[config.mk]
export PLATFORM = sky130hd
export DESIGN_NAME = bus_cycle_ctrl
export DESIGN_NICKNAME = d
export VERILOG_FILES = /design/src/rtl/bus_cycle_ctrl_pkg.sv /design/src/rtl/bus_cycle_ctrl_refresh_ctr.sv /design/src/rtl/bus_cycle_ctrl.sv
export SDC_FILE = /design/constraint.sdc
export NUM_CORES = 1
export LEC_CHECK = 0
export ABC_AREA = 1
export CAP_MARGIN = 25
export CORE_MARGIN = 1.5
export CORE_UTILIZATION = 41
export DETAILED_ROUTE_END_ITERATION = 7
export HOLD_SLACK_MARGIN = 0.08
export PLACE_DENSITY = 0.79
export RECOVER_POWER = 50
export SYNTH_ARGS = -nofsm -noshare
export SYNTH_HDL_FRONTEND = slang
export SYNTH_SLANG_ARGS = --single-unit
[constraint.sdc]
create_clock -name clk -period 1.7 [get_ports clk]
set_clock_uncertainty 0.15 [all_clocks]
set_input_delay 0.51 -clock clk [delete_from_list [all_inputs] [get_ports clk]]
set_output_delay 0.51 -clock clk [all_outputs]
set_load 0.005 [all_outputs]
[src/rtl/bus_cycle_ctrl_pkg.sv]
// Shared machine-cycle type codes and helpers for the Z80 bus sequencer.
// The refresh feature is enabled by defining BUS_CYCLE_REFRESH_EN.
package bus_cycle_ctrl_pkg;

  localparam int CYC_TYPE_WIDTH = 3;

  typedef logic [CYC_TYPE_WIDTH-1:0] cyc_type_t;

  localparam cyc_type_t CYC_M1     = 3'd0;
  localparam cyc_type_t CYC_MEM_RD = 3'd1;
  localparam cyc_type_t CYC_MEM_WR = 3'd2;
  localparam cyc_type_t CYC_IO_RD  = 3'd3;
  localparam cyc_type_t CYC_IO_WR  = 3'd4;

  function automatic logic is_io(input cyc_type_t t);
    return (t == CYC_IO_RD) || (t == CYC_IO_WR);
  endfunction

  function automatic logic is_mem(input cyc_type_t t);
    return (t == CYC_MEM_RD) || (t == CYC_MEM_WR);
  endfunction

  function automatic logic is_rd(input cyc_type_t t);
    return (t == CYC_MEM_RD) || (t == CYC_IO_RD);
  endfunction

  function automatic logic is_wr(input cyc_type_t t);
    return (t == CYC_MEM_WR) || (t == CYC_IO_WR);
  endfunction

endpackage

[src/rtl/bus_cycle_ctrl_refresh_ctr.sv]
// 7-bit DRAM refresh (R) counter; only used when BUS_CYCLE_REFRESH_EN
// is defined.
module refresh_ctr (
  input  logic       clk,
  input  logic       reset,
  input  logic       inc,
  output logic [6:0] r
);

  logic [6:0] r_q;
  logic [6:0] r_d;

  always_comb begin
    r_d = r_q;
    if (inc) r_d = r_q + 7'd1;
  end

  always_ff @(posedge clk) begin
    if (reset) r_q <= '0;
    else       r_q <= r_d;
  end

  assign r = r_q;

endmodule

[src/rtl/bus_cycle_ctrl.sv]
// Z80 external bus cycle sequencer: T-states, waits, strobes, data capture.
// Define BUS_CYCLE_REFRESH_EN for R counter and M1 refresh addressing.
module bus_cycle_ctrl
  import bus_cycle_ctrl_pkg::*;
#(
  parameter int IO_AUTO_WAIT = 1
) (
  input  logic        clk,
  input  logic        reset,
  input  logic        cyc_start,
  input  logic [2:0]  cyc_type,
  input  logic [15:0] addr,
  input  logic [7:0]  dout,
  input  logic [7:0]  i_reg,
  output logic [7:0]  din,
  output logic        cyc_done,
  output logic        busy,
  output logic [15:0] a,
  output logic [7:0]  d_out,
  output logic        d_oe,
  input  logic [7:0]  d_in,
  output logic        n_m1,
  output logic        n_mreq,
  output logic        n_iorq,
  output logic        n_rd,
  output logic        n_wr,
  output logic        n_rfsh,
  input  logic        n_wait
);

  typedef enum logic [2:0] {
    S_IDLE = 3'd0,
    S_T1   = 3'd1,
    S_T2   = 3'd2,
    S_TWA  = 3'd3,
    S_TW   = 3'd4,
    S_T3   = 3'd5,
    S_T4   = 3'd6
  } tstate_e;

  localparam logic [1:0] AW_LAST =
    2'((IO_AUTO_WAIT > 0) ? IO_AUTO_WAIT - 1 : 0);
  localparam logic AW_EN = (IO_AUTO_WAIT > 0);

  tstate_e     state_q, state_d;
  logic [1:0]  wcnt_q, wcnt_d;
  cyc_type_t   type_q, type_d;
  logic [15:0] addr_q, addr_d;
  logic [7:0]  dout_q, dout_d;
  logic [7:0]  din_q, din_d;
  logic [15:0] a_q, a_d;
  logic        done_q, done_d;
  logic        busy_q, busy_d;
  logic        d_oe_q, d_oe_d;
  logic        n_m1_q, n_m1_d;
  logic        n_mreq_q, n_mreq_d;
  logic        n_iorq_q, n_iorq_d;
  logic        n_rd_q, n_rd_d;
  logic        n_wr_q, n_wr_d;

  logic final_st;
  logic accept;
  logic m1_n;
  logic act;
  logic early;
  logic late;

  assign final_st = (state_q == S_T4) ||
                    ((state_q == S_T3) && (type_q != CYC_M1));
  assign accept   = cyc_start && ((state_q == S_IDLE) || final_st);

`ifdef BUS_CYCLE_REFRESH_EN
  logic [6:0] r;
  logic       r_inc;
  logic       n_rfsh_q, n_rfsh_d;

  assign r_inc = (type_q == CYC_M1) && (state_q != S_T3) &&
                 (state_d == S_T3);

  refresh_ctr u_rctr (
    .clk   (clk),
    .reset (reset),
    .inc   (r_inc),
    .r     (r)
  );
`else
  logic unused_i_reg;
  assign unused_i_reg = ^i_reg;
`endif

  always_comb begin
    state_d = state_q;
    wcnt_d  = wcnt_q;
    type_d  = type_q;
    addr_d  = addr_q;
    dout_d  = dout_q;
    din_d   = din_q;
    unique case (state_q)
      S_IDLE: state_d = S_IDLE;
      S_T1:   state_d = S_T2;
      S_T2: begin
        if (is_io(type_q) && AW_EN) begin
          state_d = S_TWA;
          wcnt_d  = AW_LAST;
        end else begin
          state_d = n_wait ? S_T3 : S_TW;
        end
      end
      S_TWA: begin
        if (wcnt_q != 2'd0) wcnt_d  = wcnt_q - 2'd1;
        else                state_d = n_wait ? S_T3 : S_TW;
      end
      S_TW:   state_d = n_wait ? S_T3 : S_TW;
      S_T3:   state_d = (type_q == CYC_M1) ? S_T4 : S_IDLE;
      S_T4:   state_d = S_IDLE;
      default: state_d = S_IDLE;
    endcase
    // M1 latches opcode entering T3; other reads latch leaving T3
    if ((type_q == CYC_M1) && (state_d == S_T3) &&
        ((state_q == S_T2) || (state_q == S_TW)))
      din_d = d_in;
    if ((state_q == S_T3) && is_rd(type_q))
      din_d = d_in;
    if (accept) begin
      state_d = S_T1;
      type_d  = cyc_type;
      addr_d  = addr;
      dout_d  = dout;
    end
  end

  assign m1_n  = (type_d == CYC_M1);
  assign act   = (state_d == S_T1) || (state_d == S_T2) ||
                 (state_d == S_TWA) || (state_d == S_TW) ||
                 (state_d == S_T3);
  assign early = (state_d == S_T1) || (state_d == S_T2) ||
                 (state_d == S_TW);
  assign late  = (state_d == S_T2) || (state_d == S_TWA) ||
                 (state_d == S_TW) || (state_d == S_T3);

  always_comb begin
    busy_d   = (state_d != S_IDLE);
    done_d   = (state_d == S_T4) ||
               ((state_d == S_T3) && !m1_n);
    n_m1_d   = !(m1_n && early);
    n_mreq_d = !((m1_n && early) || (is_mem(type_d) && act));
    n_rd_d   = !((m1_n && early) ||
                 ((type_d == CYC_MEM_RD) && act) ||
                 ((type_d == CYC_IO_RD) && late));
    n_wr_d   = !(is_wr(type_d) && late);
    n_iorq_d = !(is_io(type_d) && late);
    d_oe_d   = is_wr(type_d) && act;
    a_d      = a_q;
    if (act) a_d = addr_d;
`ifdef BUS_CYCLE_REFRESH_EN
    n_rfsh_d = !(m1_n && ((state_d == S_T3) || (state_d == S_T4)));
    if (m1_n && (state_d == S_T3)) begin
      n_mreq_d = 1'b0;
      if (state_q != S_T3) a_d = {i_reg, 1'b0, r};
      else                 a_d = a_q;
    end
`endif
  end

  always_ff @(posedge clk) begin
    if (reset) begin
      state_q  <= S_IDLE;
      wcnt_q   <= '0;
      type_q   <= CYC_M1;
      addr_q   <= '0;
      dout_q   <= '0;
      din_q    <= '0;
      a_q      <= '0;
      done_q   <= 1'b0;
      busy_q   <= 1'b0;
      d_oe_q   <= 1'b0;
      n_m1_q   <= 1'b1;
      n_mreq_q <= 1'b1;
      n_iorq_q <= 1'b1;
      n_rd_q   <= 1'b1;
      n_wr_q   <= 1'b1;
`ifdef BUS_CYCLE_REFRESH_EN
      n_rfsh_q <= 1'b1;
`endif
    end else begin
      state_q  <= state_d;
      wcnt_q   <= wcnt_d;
      type_q   <= type_d;
      addr_q   <= addr_d;
      dout_q   <= dout_d;
      din_q    <= din_d;
      a_q      <= a_d;
      done_q   <= done_d;
      busy_q   <= busy_d;
      d_oe_q   <= d_oe_d;
      n_m1_q   <= n_m1_d;
      n_mreq_q <= n_mreq_d;
      n_iorq_q <= n_iorq_d;
      n_rd_q   <= n_rd_d;
      n_wr_q   <= n_wr_d;
`ifdef BUS_CYCLE_REFRESH_EN
      n_rfsh_q <= n_rfsh_d;
`endif
    end
  end

  assign din      = din_q;
  assign cyc_done = done_q;
  assign busy     = busy_q;
  assign a        = a_q;
  assign d_out    = dout_q;
  assign d_oe     = d_oe_q;
  assign n_m1     = n_m1_q;
  assign n_mreq   = n_mreq_q;
  assign n_iorq   = n_iorq_q;
  assign n_rd     = n_rd_q;
  assign n_wr     = n_wr_q;
`ifdef BUS_CYCLE_REFRESH_EN
  assign n_rfsh   = n_rfsh_q;
`else
  assign n_rfsh   = 1'b1;
`endif

endmodule

== Word-level counts from Yosys, hierarchy flattened ==
Index checks and enable logic that the tools add are counted.

* RAM bits: 0
* Bits of input ports: 47
* Bits in latches: 0
* Memories: 0
* Register bits after elaboration: 64
* Logic and storage cells: 99
* Output and inout port bits: 41
* ROM bits: 0

* $lt $le $gt $ge: 0
* Bitwise logic cells: 0
* Shift-type cells: 0
* Divide/modulo/power cells: 0
* Multiplexer cells: 13
* Reduce and logical (&&, ||, !) cells: 48
* Multiply operators: 0
* Equality and inequality tests: 22
* $add $sub $neg: 1

{| class="wikitable"
|+ Operator list
! kind !! count
|-
| $eq A3 B3 Y1 const B || 9
|-
| $eq A3 B2 Y1 const B || 7
|-
| $logic_or A1 B1 Y1 || 20
|-
| $mux W16 || 1
|-
| $mux W8 || 2
|-
| $mux W3 || 5
|-
| $pmux W3 S5 || 1
|-
| $logic_and A1 B1 Y1 || 13
|-
| $eq A3 B1 Y1 const B || 4
|-
| $logic_not A3 Y1 || 3
|-
| $logic_not A1 Y1 || 6
|-
| $reduce_bool A2 Y1 || 3
|-
| $reduce_bool A3 Y1 || 2
|-
| $mux W2 || 2
|-
| $ne A2 B2 Y1 const B || 2
|-
| $pmux W2 S2 || 1
|-
| $reduce_and A3 Y1 || 1
|-
| $sub A2 B1 Y2 const B || 1
|-
| $mux W1 || 1
|}

== Logic depth before layout (Yosys ltp) ==
Gate-level depths: netlist of the first run.

* Word-level depth: 15
* Gate-level depth with buffers: 14
* Gate-level depth less buffers: 14

== Least setup slack after synthesis of the first run ==
Ideal clock, no wire load.

* Path kind: reg2reg
* Start: register type_q[0]
* End: register n_rd_q, in the netlist n_rd
* Library setup time: 0.123 ns
* Data required time: 1.427 ns
* Setup slack: 0.053 ns
* Arrival: 1.374 ns
* Buffers on the path: 1
* Period minus slack after synthesis: 1.647 ns
* Stages on the path, launching flop included: 14
* Cell sequence: dfxtp_1 > nor2_2 > nand2_2 > nand2_2 > nand2_4 > nand2_4 > buf_6 > nand2_1 > nand2_2 > inv_2 > nor2_1 > nand2_1 > nand3_1 > nand2_1

* Longest elaborated chain between the ends: 15
* Elaborated cells on any way between the ends: 36
* Those cells by class: eq/ne: 9; mux: 5; reduce/logical: 22

{| class="wikitable"
|+ RTL lines
! what !! RTL line !! text
|-
| from (decl) || bus_cycle_ctrl.sv:47 || <nowiki>cyc_type_t type_q, type_d;</nowiki>
|-
| from (signal assigned) || bus_cycle_ctrl.sv:188 || <nowiki>type_q <= type_d;</nowiki>
|-
| parallel branches: the longest is 13 deep, another holds $pmux W3 S5 || - ||
|-
| $logic_or A1 B1 Y1 (*) || bus_cycle_ctrl.sv:148 || <nowiki>((type_d == CYC_MEM_RD) && act) ||</nowiki>
|-
| $logic_not A1 Y1 (*) || bus_cycle_ctrl.sv:147 || <nowiki>n_rd_d = !((m1_n && early) ||</nowiki>
|-
| to (signal assigned) || bus_cycle_ctrl.sv:199 || <nowiki>n_rd_q <= n_rd_d;</nowiki>
|-
| to (decl) || bus_cycle_ctrl.sv:58 || <nowiki>logic n_rd_q, n_rd_d;</nowiki>
|}

Every way passes the cells marked *.
A chain may end at the register's enable or synchronous reset.

== Worst setup path in the final report of the first run ==
* Start: register state_q[2]
* End: register din_q[7], in the netlist din[7]

* Longest elaborated chain between the ends: 6
* Elaborated cells on any way between the ends: 14
* Those cells by class: eq/ne: 6; mux: 3; reduce/logical: 5

{| class="wikitable"
|+ RTL lines
! what !! RTL line !! text
|-
| from (decl) || bus_cycle_ctrl.sv:45 || <nowiki>tstate_e state_q, state_d;</nowiki>
|-
| from (signal assigned) || bus_cycle_ctrl.sv:186 || <nowiki>state_q <= state_d;</nowiki>
|-
| $eq A3 B3 Y1, or another cell as far along || bus_cycle_ctrl.sv:98, bus_cycle_ctrl.sv:122 ||
|-
| $pmux W3 S5 || bus_cycle_ctrl.sv:98 || <nowiki>unique case (state_q)</nowiki>
|-
| $eq A3 B3 Y1 || bus_cycle_ctrl.sv:119 || <nowiki>if ((type_q == CYC_M1) && (state_d == S_T3) &&</nowiki>
|-
| $logic_and A1 B1 Y1 (2 in a row) || bus_cycle_ctrl.sv:119 ||
|-
| $reduce_bool A2 Y1 (no line) || - ||
|-
| to (signal assigned) || bus_cycle_ctrl.sv:191 || <nowiki>din_q <= din_d;</nowiki>
|-
| to (decl) || bus_cycle_ctrl.sv:50 || <nowiki>logic [7:0] din_q, din_d;</nowiki>
|}

Several ways; a longest one is shown, not always the timed one.

==> run metrics, run 1 <==
status finished, violations left; failing checks setup timing; Yosys top cell area share 0.4835; synthesis-to-layout area growth 72.05%; final global-route overflow total 0; Post-Place Worst Slack -0.4961 ns; Global Route Usage Sum 0.2313; Multi-input gate area 1491 sq um; CTS Buf Count 9; worst-path fanout max 5; WL/cell 14.50 um; # port buffers 78; Fmax 0.5389 GHz; Largest stage delay, worst path 0.38 ns; first-pass GRT wire length 12830 um; fin worst setup slack -0.1555 ns; CTS tree yes; xor and xnor area share after synthesis 0; critical path's slowest cell dfxtp_4; Placer Congestion 0.8292; Synth Flop Type dfxtp_1; final-report hold violation count 0; Pins Over Slew Limit 0; row count 29; Leakage Power 2.104 nW; Post-synth EDFFs 0; Min-Delay Path Class flip-flop to flip-flop; Final min period 1.855 ns; Pwr Total 4.909 mW; Cell Pwr Density 1077 nW/um^2; post-DP HPWL 5023 um; Worst-Skew Late Latency 0.34 ns; Yosys cell types 25; CP startpoint kind flip-flop; post-route core utilization 0.7222; Synth Area in Simple Gates 0.3059; largest net degree at the start of global routing 21; Clock Tree Root clkbuf_8; core area 6314 sq um; initial antenna violation count 0; CP dominant cell by count buf_4; vias in the first global route 2751; Die ar. 6955 sq um; Worst-path clk slew 0.07 ns; initial core utilization 0.4197; FF+latch count, synth 64; filler cell count 474; Synth Area in Compound Gates 0.1190; RSZ-0062 raised after global routing yes; crit-path leading delay family buffers and inverters; Syn Area/Cell 7.402 sq um; cell taking the most area after synthesis dfxtp_1; clock sink total 64; net count after synthesis 406; Worst Path Buf+Inv 4; antenna-violating nets left 0; residual DRC count 0; ys async rst share 0; share of cells above drive strength 1 0.4048; sequential standard cell area 1311 sq um; crit path cell chain inv_4, nand2_8, buf_4, buf_4, a21oi_2, nand2_4, nand2_4, nor2_4, buf_4, nand2_2, nand3_2, a21oi_1; Worst VDD drop 0.7247 mV; CTS Buffer Depth 2; nets 542; Die Y-Extent 83.40 um; mux cell area share after synthesis 0; largest family of logic cells by synthesized area simple AND/OR/NAND/NOR gates; Die W 83.40 um; Gate Count Post-Synth 358; CP Capture Type flip-flop; top cells by area, synth dfxtp_1 (48%), nand2_1 (12%), nor2_1 (6.4%), a21oi_1 (5.5%), inv_1 (4.0%); Max Cap Viol 0; yosys warns 0; diode count 0; Placed Cells 539; initial drt markers 95; TritonRoute pass-1 iters 4; DRT Wirelength 8354 um; Setup violations, final 27; post-synthesis sequential area ratio 0.4835; FF-to-FF setup slack -0.16 ns; Worst Path Required 1.81 ns; adder-cell area share of the yosys netlist 0.004721; Top Ports 88; Mapped Area 2650 sq um; htree depth 3; via count 2877; Setup CP Type flip-flop to flip-flop; fin cells 576; crit path DAT 1.97 ns; Via density 4.995; final worst path period share 1.091
[logic make-up (layout without fill, tap and decap cells)]
group,count (synthesis),in the layout
AND/OR/NAND/NOR,180,181
flip-flops,64,64
AO/OA/AOI/OAI,61,61
buffers and inverters,51,191
adder cells (fa/ha/maj),1,1
other,1,1
[per-stage QoR]
stage	hold WS, ns	cell area (sq um)	setup TNS, ns
after global placement	0.3098	3810	-16.36
after detailed placement	0.3208	3810	-19.07
after floorplan	0.2930	2650	0
final	0.3164	4559	-1.464
after CTS	0.3302	4293	-0.9440
after global routing	0.3354	4559	-4.415
[tightest hold or removal path, delay by kind of cell (launching register included)]
family          cells  cell delay, ns
simple gates        1            0.06
compound gates      1            0.05
flops               1            0.32
[repair_timing]
item,CTS,global route
cloned,2,1
pin swaps,20,20
setup buffers,12,9
gates resized for setup,111,73
hold buffers,0,0
setup endpoints to repair,90,49
[cell type report]
type                       instances  area share
inverter                          35     0.03101
tap                               77     0.02113
sequential                        64      0.2876
timing repair buffer             140      0.2928
clock buffer                      12     0.03403
clock inverter                     4    0.006312
multi-input combinational        244      0.3271
[report_power, final]
part | switching (mW) | leakage [nW] | internal, mW
Clock | 0.597 | 0.0886 | 0.609
Combinational | 0.922 | 1.48 | 0.924
Sequential | 0.138 | 0.533 | 1.72
[per-layer routing]
metal	share of wire	vias to the layer above	track usage
met2	0.55	78	0.4183
li1	-	1412	-
met5	0	-	0
met4	0.017	0	0.07273
met3	0.053	17	0.06362
met1	0.38	1370	0.2632
[sequential cells by signal (all words and copies together), names as in the netlist]
name and flops:
din 8, type_q 3, n_m1 1, n_mreq 1
a 16, state_q 3, n_rd 1, wcnt_q 2
d_out 8, n_iorq 1, busy 1, d_oe 1
cyc_done 1, addr_q 16, n_wr 1
[cells in the mapped netlist, types with 7 or more instances]
| cell type | instances |
|---|---|
| clkbuf_1 | 7 |
| nor2_1 | 45 |
| nand2_1 | 88 |
| inv_1 | 28 |
| a21oi_1 | 29 |
| o21ai_1 | 15 |
| inv_2 | 7 |
| nor2_2 | 8 |
| nand3_1 | 18 |
| nand2_2 | 8 |
| o21ai_0 | 12 |
| dfxtp_1 | 64 |
[path summary, 6_finish.rpt]
kind	endpoint	cells past startpoint	start
worst max-delay path	din[7]	12	state_q[2]
worst min-delay path	din[1]	2	din[1]
worst max register to register	din[7]	12	state_q[2]
worst min register to register	din[1]	2	din[1]
[cells in the final DEF, fill, tap and decap left out, types with 5 or more instances in the layout]
| cell type | n |
|---|---|
| buf_6 | 8 |
| o21ai_2 | 15 |
| o21ai_0 | 5 |
| inv_1 | 12 |
| nand2_2 | 23 |
| clkdlybuf4s50_1 | 37 |
| nor2_4 | 7 |
| a21oi_2 | 6 |
| clkbuf_8 | 11 |
| nor2_2 | 7 |
| nor2_1 | 39 |
| a21oi_1 | 23 |
| nand3_2 | 10 |
| o21ai_1 | 6 |
| dfxtp_2 | 12 |
| buf_4 | 46 |
| nand2_4 | 9 |
| dfxtp_1 | 48 |
| nand2_1 | 65 |
| dlygate4sd2_1 | 41 |
| nand3_1 | 10 |
| buf_12 | 5 |
| inv_2 | 19 |
Power figures use the tool's default switching activity.
==> run 2: changes to the inputs <==
Settings changed: SLEW_MARGIN set to 20.
==> results of run 2 <==
No change in the layout: final DEF, timing and power equal those of run 1.
==> run 3: changes to the inputs <==
Settings changed: PLACE_DENSITY 0.79 to 0.75.
==> run 3 against run 2 <==
  * Flip-flop and latch count stayed put
  * Highest routed layer unchanged
  * The flow still finishes with violations (setup timing)
  * Critical path type unchanged
  * Combinational power is 14% higher
  * Core utilization is 5.5 points higher
  * Final cell count is 1.4% higher
  * Hold slack hardly changed
  * Register-to-register slack worse by 0.06 ns
  * Sequential share of layout area shrank 1.9 points
  * Critical path depth up 3
  * Final area grew 7.7%
  * Fmax shrank 3.4%
  * First-iteration DRC count is 74% higher
  * Clock power rose by 6%
==> run metrics, run 3 (synthesis gave the netlist of run 1 again) <==
Pins Over Slew Limit 0; # port buffers 78; fin worst setup slack -0.2203 ns; Pwr Total 5.247 mW; synthesis-to-layout area growth 85.22%; Die W 83.40 um; clock sink total 64; Worst Path Buf+Inv 4; failing checks setup timing; hold slack 0.3165 ns; worst-path fanout max 7; Placed Cells 538; commonest non-fill, non-tap cells in the layout nand2_1 (55), buf_4 (50), dfxtp_1 (48), dlygate4sd2_1 (41), nor2_1 (38); Post-DP Area 3777 sq um; Fmax 0.5207 GHz; Top Usage Layer GRT met2; Via density 5.058; crit-path leading delay family simple AND/OR/NAND/NOR gates; first-pass GRT wire length 13640 um; DRT Wirelength 9436 um; Multi-input gate area 1753 sq um; initial antenna violation count 0; commonest non-fill, non-tap cell in the layout nand2_1; post-DP HPWL 4720 um; via count 2954; Setup CP Type flip-flop to flip-flop; Worst Path Required 1.78 ns; nets 551; status finished, violations left; CP Capture Type flip-flop; Largest stage delay, worst path 0.37 ns; TritonRoute pass-1 iters 6; final worst path period share 1.130; Global Route Usage Sum 0.2454; Worst-Skew Late Latency 0.34 ns; crit path cell chain buf_6, nand3_4, inv_2, nand2_4, nand2_8, nand2_8, nand2_4, nand2_4, buf_6, inv_2, nand3_2, nand2_1, nand2_1, nand2_1, nand2_1; grt met1 use 0.2719; CP dominant cell by count nand2_1; Worst VDD drop 0.9060 mV; met3 GRT Util 0.05666; antenna-violating nets left 0; row count 29; RSZ-0062 raised after global routing yes; Cell Pwr Density 1069 nW/um^2; Top Ports 88; vias in the first global route 2940; initial drt markers 165; Setup violations, final 52; share of cells above drive strength 1 0.4892; met2 GRT Util 0.4302; sequential standard cell area 1316 sq um; crit path DAT 2.00 ns; post-route core utilization 0.7774; fin cells 584; Final min period 1.920 ns; Leakage Power 2.218 nW; CTS tree yes; Min-Delay Path Class flip-flop to flip-flop; final-report hold violation count 0; Clock Tree Root clkbuf_8; final global-route overflow total 0; Die ar. 6955 sq um; largest net degree at the start of global routing 19; core area 6314 sq um; Max Cap Viol 0; WL/cell 16.16 um; Worst-path clk slew 0.07 ns; residual DRC count 0; CTS Buffer Depth 2; CTS Buf Count 9; Final Cell Area 4908 sq um; initial core utilization 0.4197; CP startpoint kind flip-flop; filler cell count 422; Placer Congestion 0.8366; diode count 0; htree depth 3; critical path's slowest cell dfxtp_4; Die Y-Extent 83.40 um
-- run 3: worst paths after layout --
| path | start | endpoint | slack [ns] | cells after the start |
|---|---|---|---|---|
| worst max-delay path | state_q[2] | n_mreq | -0.22 | 15 |
| worst min-delay path | addr_q[14] | addr_q[14] | 0.32 | 2 |
| worst max register to register | state_q[2] | n_mreq | -0.22 | 15 |
| worst min register to register | addr_q[14] | addr_q[14] | 0.32 | 2 |
-- run 3: area by class of cell --
type                       count  share of cell area
clock inverter                 3            0.008667
tap                           77             0.01963
multi-input combinational    244              0.3571
sequential                    64              0.2682
inverter                      35             0.03084
timing repair buffer         149              0.2860
clock buffer                  12             0.02957
-- run 3: metrics by stage --
step	setup TNS, ns	worst slack [ns]
finish	-4.871	-0.2203
CTS	-1.515	-0.07791
global route	-8.512	-0.2658
detailed placement	-18.69	-0.4045
global placement	-17.12	-0.3740
floorplan	0	0.05299
-- run 3: tightest hold or removal path, stage by stage (launching register included) --
cell and delay [ns]:
dfxtp_1 0.31, nand2_2 0.06, a21oi_1 0.05
-- run 3: what timing repair did --
| item | CTS | global route |
|---|---|---|
| gates resized for setup | 135 | 127 |
| pin swaps | 27 | 37 |
| setup buffers | 17 | 15 |
| cloned | 3 | 0 |
| setup endpoints to repair | 69 | 57 |
| hold buffers | 0 | 0 |
-- run 3: routing by layer --
| layer | wire, um | share of wire |
|---|---|---|
| met2 | 4872 | 0.52 |
| met4 | 383 | 0.041 |
| met1 | 3593 | 0.38 |
| met5 | 0 | 0 |
| met3 | 586 | 0.062 |
-- run 3: where the power goes --
part	total (mW)	switching, mW	internal [mW]	leakage, nW
clock	1.28	0.575	0.708	0.0925
sequential	1.86	0.142	1.72	0.534
combinational	2.10	1.09	1.02	1.59
